File: config.mk
export PLATFORM = sky130hd
export DESIGN_NAME = hi_lo_muldiv
export DESIGN_NICKNAME = d
export VERILOG_FILES = /design/src/rtl/hi_lo_muldiv_pkg.sv /design/src/rtl/hi_lo_muldiv_div_serial.sv /design/src/rtl/hi_lo_muldiv.sv
export SDC_FILE = /design/constraint.sdc
export NUM_CORES = 2
export LEC_CHECK = 0
export CAP_MARGIN = 20
export CORE_UTILIZATION = 60
export DETAILED_ROUTE_END_ITERATION = 10
export GPL_TIMING_DRIVEN = 0
export PLACE_DENSITY_LB_ADDON = 0.1
export SLEW_MARGIN = 40
export SYNTH_ARGS = -nofsm -noshare
export SYNTH_HDL_FRONTEND = slang
export SYNTH_SLANG_ARGS = --single-unit
File: constraint.sdc
create_clock -name clk -period 20.8 [get_ports clk]
set_clock_uncertainty 0.2 [all_clocks]
set_input_delay 2.08 -clock clk [delete_from_list [all_inputs] [get_ports clk]]
set_output_delay 2.08 -clock clk [all_outputs]
set_load 0.05 [all_outputs]
File: src/rtl/hi_lo_muldiv_pkg.sv
// Shared encodings for the HI/LO multiply/divide unit: opcodes, FSM states and read selects.
package hi_lo_muldiv_pkg;

    localparam logic [2:0] OP_NOP     = 3'd0;
    localparam logic [2:0] OP_MULT    = 3'd1;
    localparam logic [2:0] OP_MULTU   = 3'd2;
    localparam logic [2:0] OP_DIV     = 3'd3;
    localparam logic [2:0] OP_DIVU    = 3'd4;
    localparam logic [2:0] OP_MTHI    = 3'd5;
    localparam logic [2:0] OP_MTLO    = 3'd6;
    localparam logic [2:0] OP_MADDSUB = 3'd7;

    // OP_MADDSUB flags carried in op_b: bit 0 set = accumulate (add), clear = subtract;
    // bit 1 set = signed product.
    localparam int MADD_ADD_BIT    = 0;
    localparam int MADD_SIGNED_BIT = 1;

    localparam logic READ_LO = 1'b0;
    localparam logic READ_HI = 1'b1;

    typedef enum logic [1:0] {
        IDLE = 2'd0,
        MUL  = 2'd1,
        DIV  = 2'd2,
        DONE = 2'd3
    } state_t;

endpackage

File: src/rtl/hi_lo_muldiv_div_serial.sv
// Radix-2 restoring unsigned divider: one quotient bit per cycle, WIDTH cycles after start.
import hi_lo_muldiv_pkg::*;

module muldiv_div_serial #(
    parameter int WIDTH = 32
) (
    input  logic             clk,
    input  logic             reset,
    input  logic             start,
    input  logic [WIDTH-1:0] dividend,
    input  logic [WIDTH-1:0] divisor,
    output logic             done,
    output logic [WIDTH-1:0] quotient,
    output logic [WIDTH-1:0] remainder
);

    localparam int CNT_W = $clog2(WIDTH + 1);

    logic [CNT_W-1:0] count_q;
    logic             running_q;
    logic [WIDTH-1:0] quo_q;
    logic [WIDTH-1:0] rem_q;
    logic [WIDTH-1:0] dvs_q;
    logic [WIDTH:0]   shifted;
    logic [WIDTH:0]   diff;

    always_comb begin
        shifted = {rem_q, quo_q[WIDTH-1]};
        diff    = shifted - {1'b0, dvs_q};
        done    = running_q && (count_q == '0);
    end

    // The dividend shifts out of quo_q as quotient bits shift in behind it.
    always_ff @(posedge clk) begin
        if (reset) begin
            count_q   <= '0;
            running_q <= 1'b0;
            quo_q     <= '0;
            rem_q     <= '0;
            dvs_q     <= '0;
        end else if (start) begin
            count_q   <= CNT_W'(WIDTH);
            running_q <= 1'b1;
            quo_q     <= dividend;
            rem_q     <= '0;
            dvs_q     <= divisor;
        end else if (done) begin
            running_q <= 1'b0;
        end else if (running_q) begin
            count_q <= count_q - CNT_W'(1);
            if (!diff[WIDTH]) begin
                rem_q <= diff[WIDTH-1:0];
                quo_q <= {quo_q[WIDTH-2:0], 1'b1};
            end else begin
                rem_q <= shifted[WIDTH-1:0];
                quo_q <= {quo_q[WIDTH-2:0], 1'b0};
            end
        end
    end

    assign quotient  = quo_q;
    assign remainder = rem_q;

endmodule

File: src/rtl/hi_lo_muldiv.sv
// HI/LO register pair with multicycle multiply and serial divide for the MIPS execute stage.
// Define HI_LO_MULDIV_MADD_EN to enable the MADD/MADDU/MSUB/MSUBU accumulate opcode.
import hi_lo_muldiv_pkg::*;

module hi_lo_muldiv #(
    parameter int WIDTH   = 32,
    parameter int MUL_LAT = 4
) (
    input  logic             clk,
    input  logic             reset,
    input  logic             op_valid,
    input  logic [2:0]       op_code,
    input  logic [WIDTH-1:0] op_a,
    input  logic [WIDTH-1:0] op_b,
    output logic             op_accept,
    output logic             busy,
    input  logic             read_sel,
    output logic [WIDTH-1:0] read_data,
    output logic [WIDTH-1:0] hi_out,
    output logic [WIDTH-1:0] lo_out
);

    localparam int CNT_MAX = (WIDTH > MUL_LAT) ? WIDTH : MUL_LAT;
    localparam int CNT_W   = $clog2(CNT_MAX + 1);

    state_t             state_q, state_d;
    logic [CNT_W-1:0]   cnt_q;
    logic [WIDTH-1:0]   hi_q, lo_q, a_q, b_q;
    logic               mul_signed_q, quo_neg_q, rem_neg_q, div_zero_q;
    logic               is_mul_op, is_div_op, div_signed;
    logic               div_start, div_done, mul_commit, div_commit;
    logic [WIDTH-1:0]   div_dividend, div_divisor, div_quo, div_rem;
    logic [2*WIDTH-1:0] ext_a, ext_b, product, mul_result;
`ifdef HI_LO_MULDIV_MADD_EN
    logic               madd_q, madd_add_q;
`endif

    always_comb begin
`ifdef HI_LO_MULDIV_MADD_EN
        is_mul_op = (op_code == OP_MULT) || (op_code == OP_MULTU) || (op_code == OP_MADDSUB);
`else
        is_mul_op = (op_code == OP_MULT) || (op_code == OP_MULTU);
`endif
        is_div_op    = (op_code == OP_DIV) || (op_code == OP_DIVU);
        div_signed   = (op_code == OP_DIV);
        div_dividend = (div_signed && op_a[WIDTH-1]) ? -op_a : op_a;
        div_divisor  = (div_signed && op_b[WIDTH-1]) ? -op_b : op_b;
    end

    // Sign-extending to 2*WIDTH makes one unsigned multiply serve both signednesses.
    always_comb begin
        ext_a   = mul_signed_q ? {{WIDTH{a_q[WIDTH-1]}}, a_q} : {{WIDTH{1'b0}}, a_q};
        ext_b   = mul_signed_q ? {{WIDTH{b_q[WIDTH-1]}}, b_q} : {{WIDTH{1'b0}}, b_q};
        product = ext_a * ext_b;
`ifdef HI_LO_MULDIV_MADD_EN
        if (madd_q) begin
            mul_result = madd_add_q ? ({hi_q, lo_q} + product) : ({hi_q, lo_q} - product);
        end else begin
            mul_result = product;
        end
`else
        mul_result = product;
`endif
    end

    always_comb begin
        state_d    = state_q;
        busy       = (state_q != IDLE);
        op_accept  = op_valid && !busy;
        div_start  = 1'b0;
        mul_commit = 1'b0;
        div_commit = 1'b0;
        case (state_q)
            IDLE: begin
                if (op_accept && is_mul_op) begin
                    state_d = MUL;
                end else if (op_accept && is_div_op) begin
                    state_d   = DIV;
                    div_start = 1'b1;
                end
            end
            MUL: begin
                if (cnt_q == '0) begin
                    mul_commit = 1'b1;
                    state_d    = IDLE;
                end
            end
            DIV: begin
                if (cnt_q == '0) begin
                    state_d = DONE;
                end
            end
            DONE: begin
                if (div_done) begin
                    div_commit = 1'b1;
                    state_d    = IDLE;
                end
            end
            default: state_d = IDLE;
        endcase
    end

    always_ff @(posedge clk) begin
        if (reset) begin
            state_q <= IDLE;
        end else begin
            state_q <= state_d;
        end
    end

    always_ff @(posedge clk) begin
        if (reset) begin
            cnt_q        <= '0;
            hi_q         <= '0;
            lo_q         <= '0;
            a_q          <= '0;
            b_q          <= '0;
            mul_signed_q <= 1'b0;
            quo_neg_q    <= 1'b0;
            rem_neg_q    <= 1'b0;
            div_zero_q   <= 1'b0;
`ifdef HI_LO_MULDIV_MADD_EN
            madd_q       <= 1'b0;
            madd_add_q   <= 1'b0;
`endif
        end else if (state_q == IDLE && op_accept) begin
            if (op_code == OP_MTHI) hi_q <= op_a;
            if (op_code == OP_MTLO) lo_q <= op_a;
            a_q          <= op_a;
            b_q          <= op_b;
            cnt_q        <= is_div_op ? CNT_W'(WIDTH - 1) : CNT_W'(MUL_LAT - 1);
            quo_neg_q    <= div_signed && (op_a[WIDTH-1] ^ op_b[WIDTH-1]);
            rem_neg_q    <= div_signed && op_a[WIDTH-1];
            div_zero_q   <= (op_b == '0);
`ifdef HI_LO_MULDIV_MADD_EN
            mul_signed_q <= (op_code == OP_MULT) ||
                            ((op_code == OP_MADDSUB) && op_b[MADD_SIGNED_BIT]);
            madd_q       <= (op_code == OP_MADDSUB);
            madd_add_q   <= op_b[MADD_ADD_BIT];
`else
            mul_signed_q <= (op_code == OP_MULT);
`endif
        end else if (mul_commit) begin
            {hi_q, lo_q} <= mul_result;
        end else if (div_commit) begin
            // Divide-by-zero reports all-ones quotient and the raw dividend.
            if (div_zero_q) begin
                lo_q <= '1;
                hi_q <= a_q;
            end else begin
                lo_q <= quo_neg_q ? -div_quo : div_quo;
                hi_q <= rem_neg_q ? -div_rem : div_rem;
            end
        end else if (cnt_q != '0) begin
            cnt_q <= cnt_q - CNT_W'(1);
        end
    end

    muldiv_div_serial #(
        .WIDTH(WIDTH)
    ) u_div (
        .clk      (clk),
        .reset    (reset),
        .start    (div_start),
        .dividend (div_dividend),
        .divisor  (div_divisor),
        .done     (div_done),
        .quotient (div_quo),
        .remainder(div_rem)
    );

    assign read_data = (read_sel == READ_HI) ? hi_q : lo_q;
    assign hi_out    = hi_q;
    assign lo_out    = lo_q;

endmodule

Word level (Yosys, flattened, before mapping)
Index checks and enable logic that the tools add are counted.
Operators by class
  equality and inequality tests: 18
  bitwise operators: 2
  muxes and demuxes: 45
  multipliers: 1
  add/sub/neg operators: 7
  reduce and logical (&&, ||, !) cells: 28
Operators with widths (count)
  32-bit 2-to-1 mux: 19
  64-bit 2-to-1 mux: 2
  32-bit negator: 4
  64-bit by 64-bit multiplier with 64-bit output: 1
  6-bit 2-to-1 mux: 7
  33-bit by 32-bit subtractor with 33-bit output: 1
  32-bit logical NOT: 1
  6-bit logical NOT: 2
  6-bit by 1-bit subtractor with 6-bit output, second input constant: 2
  1-bit 2-to-1 mux: 10
  2-bit 2-to-1 mux: 5
  3-bit == test, second input constant: 3
  1-bit logical AND: 8
  2-bit by 1-bit != test with 1-bit output, second input constant: 4
  2-bit != test, second input constant: 4
  2-bit one-hot mux with 4 select lines: 1
  2-bit AND reduction: 4
  2-bit nonzero test: 4
  3-bit by 2-bit == test with 1-bit output, second input constant: 2
  6-bit nonzero test: 1
  5-bit 2-to-1 mux: 1
  2-bit == test, second input constant: 2
  4-bit AND reduction: 1
  3-bit by 1-bit == test with 1-bit output, second input constant: 1
  other kinds (10): 11
Word-level totals
  register bits: 243
  input bits: 71
  output and inout port bits: 98

Logic depth before layout (Yosys ltp)
  word-level depth: 9
  gate-level depth with buffers: 34

By module
Synthesis repeated with hierarchy kept, for this count alone.
Second synthesis, totals
  cell total of the unflattened synthesis: 7195
  area, all modules: 63300.7 um^2
By module, submodules not included
  hi_lo_muldiv: area an instance 57164.8 um^2, seq. area each 2802.7 um^2, times used 1, cells an instance 6373
  muldiv_div_serial: area an instance 6135.9 um^2, seq. area each 2062.0 um^2, times used 1, cells an instance 822

Worst setup path before layout
No wires, ideal clock.
  path kind: reg2reg
  from: reg a_q[31]
  to: reg hi_q[26], in the netlist hi_out[26]
  data required time: 20477 ps
  setup time: 123 ps
  slack: 11318 ps
  buffers on the path: 3
  stages on the path, launching flop included: 31
  arrival: 9159 ps
  cells stage by stage: dfxtp_1 and2_1 clkbuf_1 clkbuf_1 nand2_1 fa_1 inv_1 fa_1 fa_1 inv_1 fa_1 inv_1 fa_1 fa_1 fa_1 fa_1 fa_1 inv_1 fa_1 inv_1 ha_1 clkbuf_1 and4_1 nand3_1 or3b_2 a32o_1 a21bo_2 a31oi_1 a41o_1 nor3_1 o21ai_0
Between the ends
  cells in the longest elaborated chain, start to end: 4
RTL lines
  start, declared: RTL line hi_lo_muldiv.sv:28  | logic [WIDTH-1:0] hi_q, lo_q, a_q, b_q;
  start signal, assigned: RTL line hi_lo_muldiv.sv:129  | a_q <= op_a;
  64-bit 2-to-1 mux: RTL line hi_lo_muldiv.sv:52  | ext_a = mul_signed_q ? {{WIDTH{a_q[WIDTH-1]}}, a_q} : {{WIDTH{1'b0}}, a_q};
  64-bit by 64-bit multiplier with 64-bit output: RTL line hi_lo_muldiv.sv:54  | product = ext_a * ext_b;
  32-bit 2-to-1 mux: RTL line hi_lo_muldiv.sv:143  | end else if (mul_commit) begin
  32-bit 2-to-1 mux: RTL line hi_lo_muldiv.sv:126  | end else if (state_q == IDLE && op_accept) begin
  end signal, assigned: RTL line hi_lo_muldiv.sv:127  | if (op_code == OP_MTHI) hi_q <= op_a;
  end signal, assigned: RTL line hi_lo_muldiv.sv:144  | {hi_q, lo_q} <= mul_result;
  end signal, assigned: RTL line hi_lo_muldiv.sv:149  | hi_q <= a_q;
  end, declared: RTL line hi_lo_muldiv.sv:28
Every way passes these cells.
A chain may end at the register's enable or synchronous reset.

Worst setup path after layout
Ends and elaborated chain as after synthesis.

==> qor.txt <==
Fin crit share = 61.6%
Core Area = 104000 um^2
Hold slack = 0.272 ns
Die Height = 327 um
Clock transition time at the flip-flop clock pins of the worst setup and hold paths = 0.07 ns
Seq/Total Area, Yosys = 7.69%
Routed WL = 252 mm
DR WL/cell = 28.6 um
Worst-case reg-to-reg path depth = 29
Static Leak = 0.0331 uW
Max-cap violations = 0
CP most frequent cell = fa_1
Fin Setup TNS = 0 ns
Post-synth cell types = 86
CTS tree = yes
Post-CTS setup buffer count = 0
H-tree lvl count = 1
CTS resizes = 0
PnR worst setup slack = 7.98 ns
PortBufs = 162
# clock sinks = 243
Crit-path slowest cell = fa_1
Yosys warnings = 0
Clock Root Buffer = clkbuf_16
Vias in the first global route = 54.9k
Detailed-router iteration count before antenna repair = 7
Place WS = 8.56 ns
Critical Path RT = 21.07 ns
Area grow syn2layout = 7.26%
Share of cells above drive strength 1 = 3.34%
Detailed Route Iter0 Violations = 6813
Longest Clk Path Bufs = 3
Cells after Synth = 7183
VDD IR max = 0.0563 mV
Syn Area/Cell = 8.81 um^2
Starting Density = 60.8%
Startpoint types = flip-flop
Reg-to-reg slack, setup = 7.98 ns
RR Endpoint = hi_out[26]
Synth Flop Type = dfxtp_1
Commonest non-fill, non-tap cell in the layout = inv_1
Final Hold Vio Count = 0
DR DRC count = 0
Site Rows = 118
CP Capture Type = flip-flop
Nets = 9215
Slew headroom = 29.5%
Least-Margin Pin Slew = 1.05 ns
End point of the critical path = hi_out[26]
Outcome = complete, no violations
Worst R2R Start = a_q[31]
GRT Residual Overflow = 0
Slew Viols, Final = 0
Vias/cell = 6.18
Seq cells post-synth = 243
Setup crit start = a_q[31]
CTS buffer count = 26
FMAX = 78.0 MHz
HPWL after DPL = 210 mm
Number of flops mapped to enable cells by yosys = 0
Kind of critical path = flip-flop to flip-flop
Post-DRT Antenna Nets = 0
Ys async rst share = 0%
First-pass GRT wire length = 366 mm
Die area = 107000 um^2
GRT Total Usage = 47.9%
Unrepaired setup endpoints after global routing = false
Power Density = 40.7 nW/um^2
Antenna violations before repair = 29
Vias = 54.4k
Worst-path maximum fanout = 10
Final Setup Violations = 0
Worst stage delay on the critical path = 0.87 ns
Hold WC Path Type = flip-flop to flip-flop
Netlist Area Pre-Place = 63300 um^2
Later-pin clock latency in the skew report = 0.60 ns
Crit path DAT = 13.09 ns
Most frequent cells in the layout = 1593 x inv_1, 1420 x fa_1, 865 x nand2_1
Die X = 327 um
Final min period = 12.82 ns
Top-Level Pins = 169
Hold buffer count at CTS = 0
Synthesized Nets = 9021
Largest net degree at the start of global routing = 33
Routability cong. = 1.13
[Yosys cell counts, types with 17 or more instances]
cell type  instances  area, um^2
o211ai_1          33         248
a211oi_1          49         368
mux2_2            33         372
nand3_1           75         375
nor2b_1           17         106
o21ai_0          202        1010
a31oi_1           46         288
nor4_1            20         125
fa_1            1420       28400
xor2_1            78         683
nor3_1            71         355
o21a_1            17         128
ha_1             347        4340
a21o_1            36         270
xnor2_1          173        1520
and3_1            50         313
a21oi_1          237        1190
o31ai_1           40         300
inv_1           1594        5980
clkbuf_1         382        1430
a311oi_1          58         508
or3_1             28         175
dfxtp_1          243        4860
and2_1           580        3630
nor2_1           208         781
buf_1             26        97.6
o221ai_1          17         149
nand2_1          866        3250
[per-layer routing]
| metal | GRT usage, % | vias to the layer above | wire, um |
|---|---|---|---|
| met1 | 60.1 | 27400 | 88200 |
| met2 | 71.0 | 3711 | 108000 |
| met5 | 0.665 | - | 232 |
| met3 | 15.2 | 1021 | 33100 |
| li1 | - | 22300 | - |
| met4 | 32.2 | 24 | 21800 |
[report_power, final]
group	internal, uW	leakage (uW)	switching (uW)
combinational	528	0.0306	1150
clock	289	0.000448	229
sequential	499	0.00199	73.2
total	1320	0.0331	1450
[per-stage QoR]
step	area (um^2)	power, uW	util [%]	cells
3_5_place_dp	66900	2170	64.2	8729
4_1_cts	67800	2690	65.1	8777
2_1_floorplan	63300	1550	-	7183
5_1_grt	67800	2890	65.2	8778
6_report	67900	2760	65.2	8795
3_3_place_gp	66600	2160	64.0	8725
[logic make-up (layout without fill, tap and decap cells)]
| family | after synthesis | after routing | synth area share, % |
|---|---|---|---|
| buffers and inverters | 2006 | 2220 | 11.9 |
| AND/OR/NAND/NOR | 1987 | 1987 | 15.3 |
| adder cells (fa/ha/maj) | 1771 | 1771 | 51.8 |
| AO/OA/AOI/OAI | 879 | 879 | 9.04 |
| XOR/XNOR | 251 | 251 | 3.47 |
| flip-flops | 243 | 243 | 7.69 |
| multiplexers | 46 | 46 | 0.793 |
| other | 0 | 18 | 0 |
[registers in the layout, summed over array words and instances, names as in the netlist, 2 cells and up]
| register | count |
|---|---|
| a_q | 32 |
| b_q | 32 |
| hi_out | 32 |
| lo_out | 32 |
| u_div.dvs_q | 32 |
| u_div.quotient | 32 |
| u_div.remainder | 32 |
| cnt_q | 6 |
| u_div.count_q | 6 |
| state_q | 2 |
[layout make-up]
class                      instances  area, um^2
sequential                       243        4880
timing repair buffer             166        1660
clock buffer                      32         723
tap                             1380        1730
inverter                        1595        5990
clock inverter                    16         209
buffer                           411        1680
fill                            9028       36200
multi-input combinational       4934       51000
antenna                           18        45.0
[worst max-delay path: cells and delay by family, from the launching register on]
| kind | cells | cell delay (ns) |
|---|---|---|
| fa+ha+maj | 11 | 6.21 |
| compound gates | 4 | 1.35 |
| simple gates | 6 | 2.10 |
| buf+inv | 8 | 2.17 |
| flops | 1 | 0.62 |
[worst min-delay path by stage]
stage                         start  cells after the start               to
floorplan           u_div.dvs_q[26]                      2  u_div.dvs_q[26]
global placement    u_div.dvs_q[31]                      2  u_div.dvs_q[31]
detailed placement  u_div.dvs_q[26]                      2  u_div.dvs_q[26]
CTS                 u_div.dvs_q[26]                      2  u_div.dvs_q[26]
global route              hi_out[4]                      2        hi_out[4]
finish              u_div.dvs_q[26]                      2  u_div.dvs_q[26]
No activity file was read; power rests on OpenSTA's default activity.
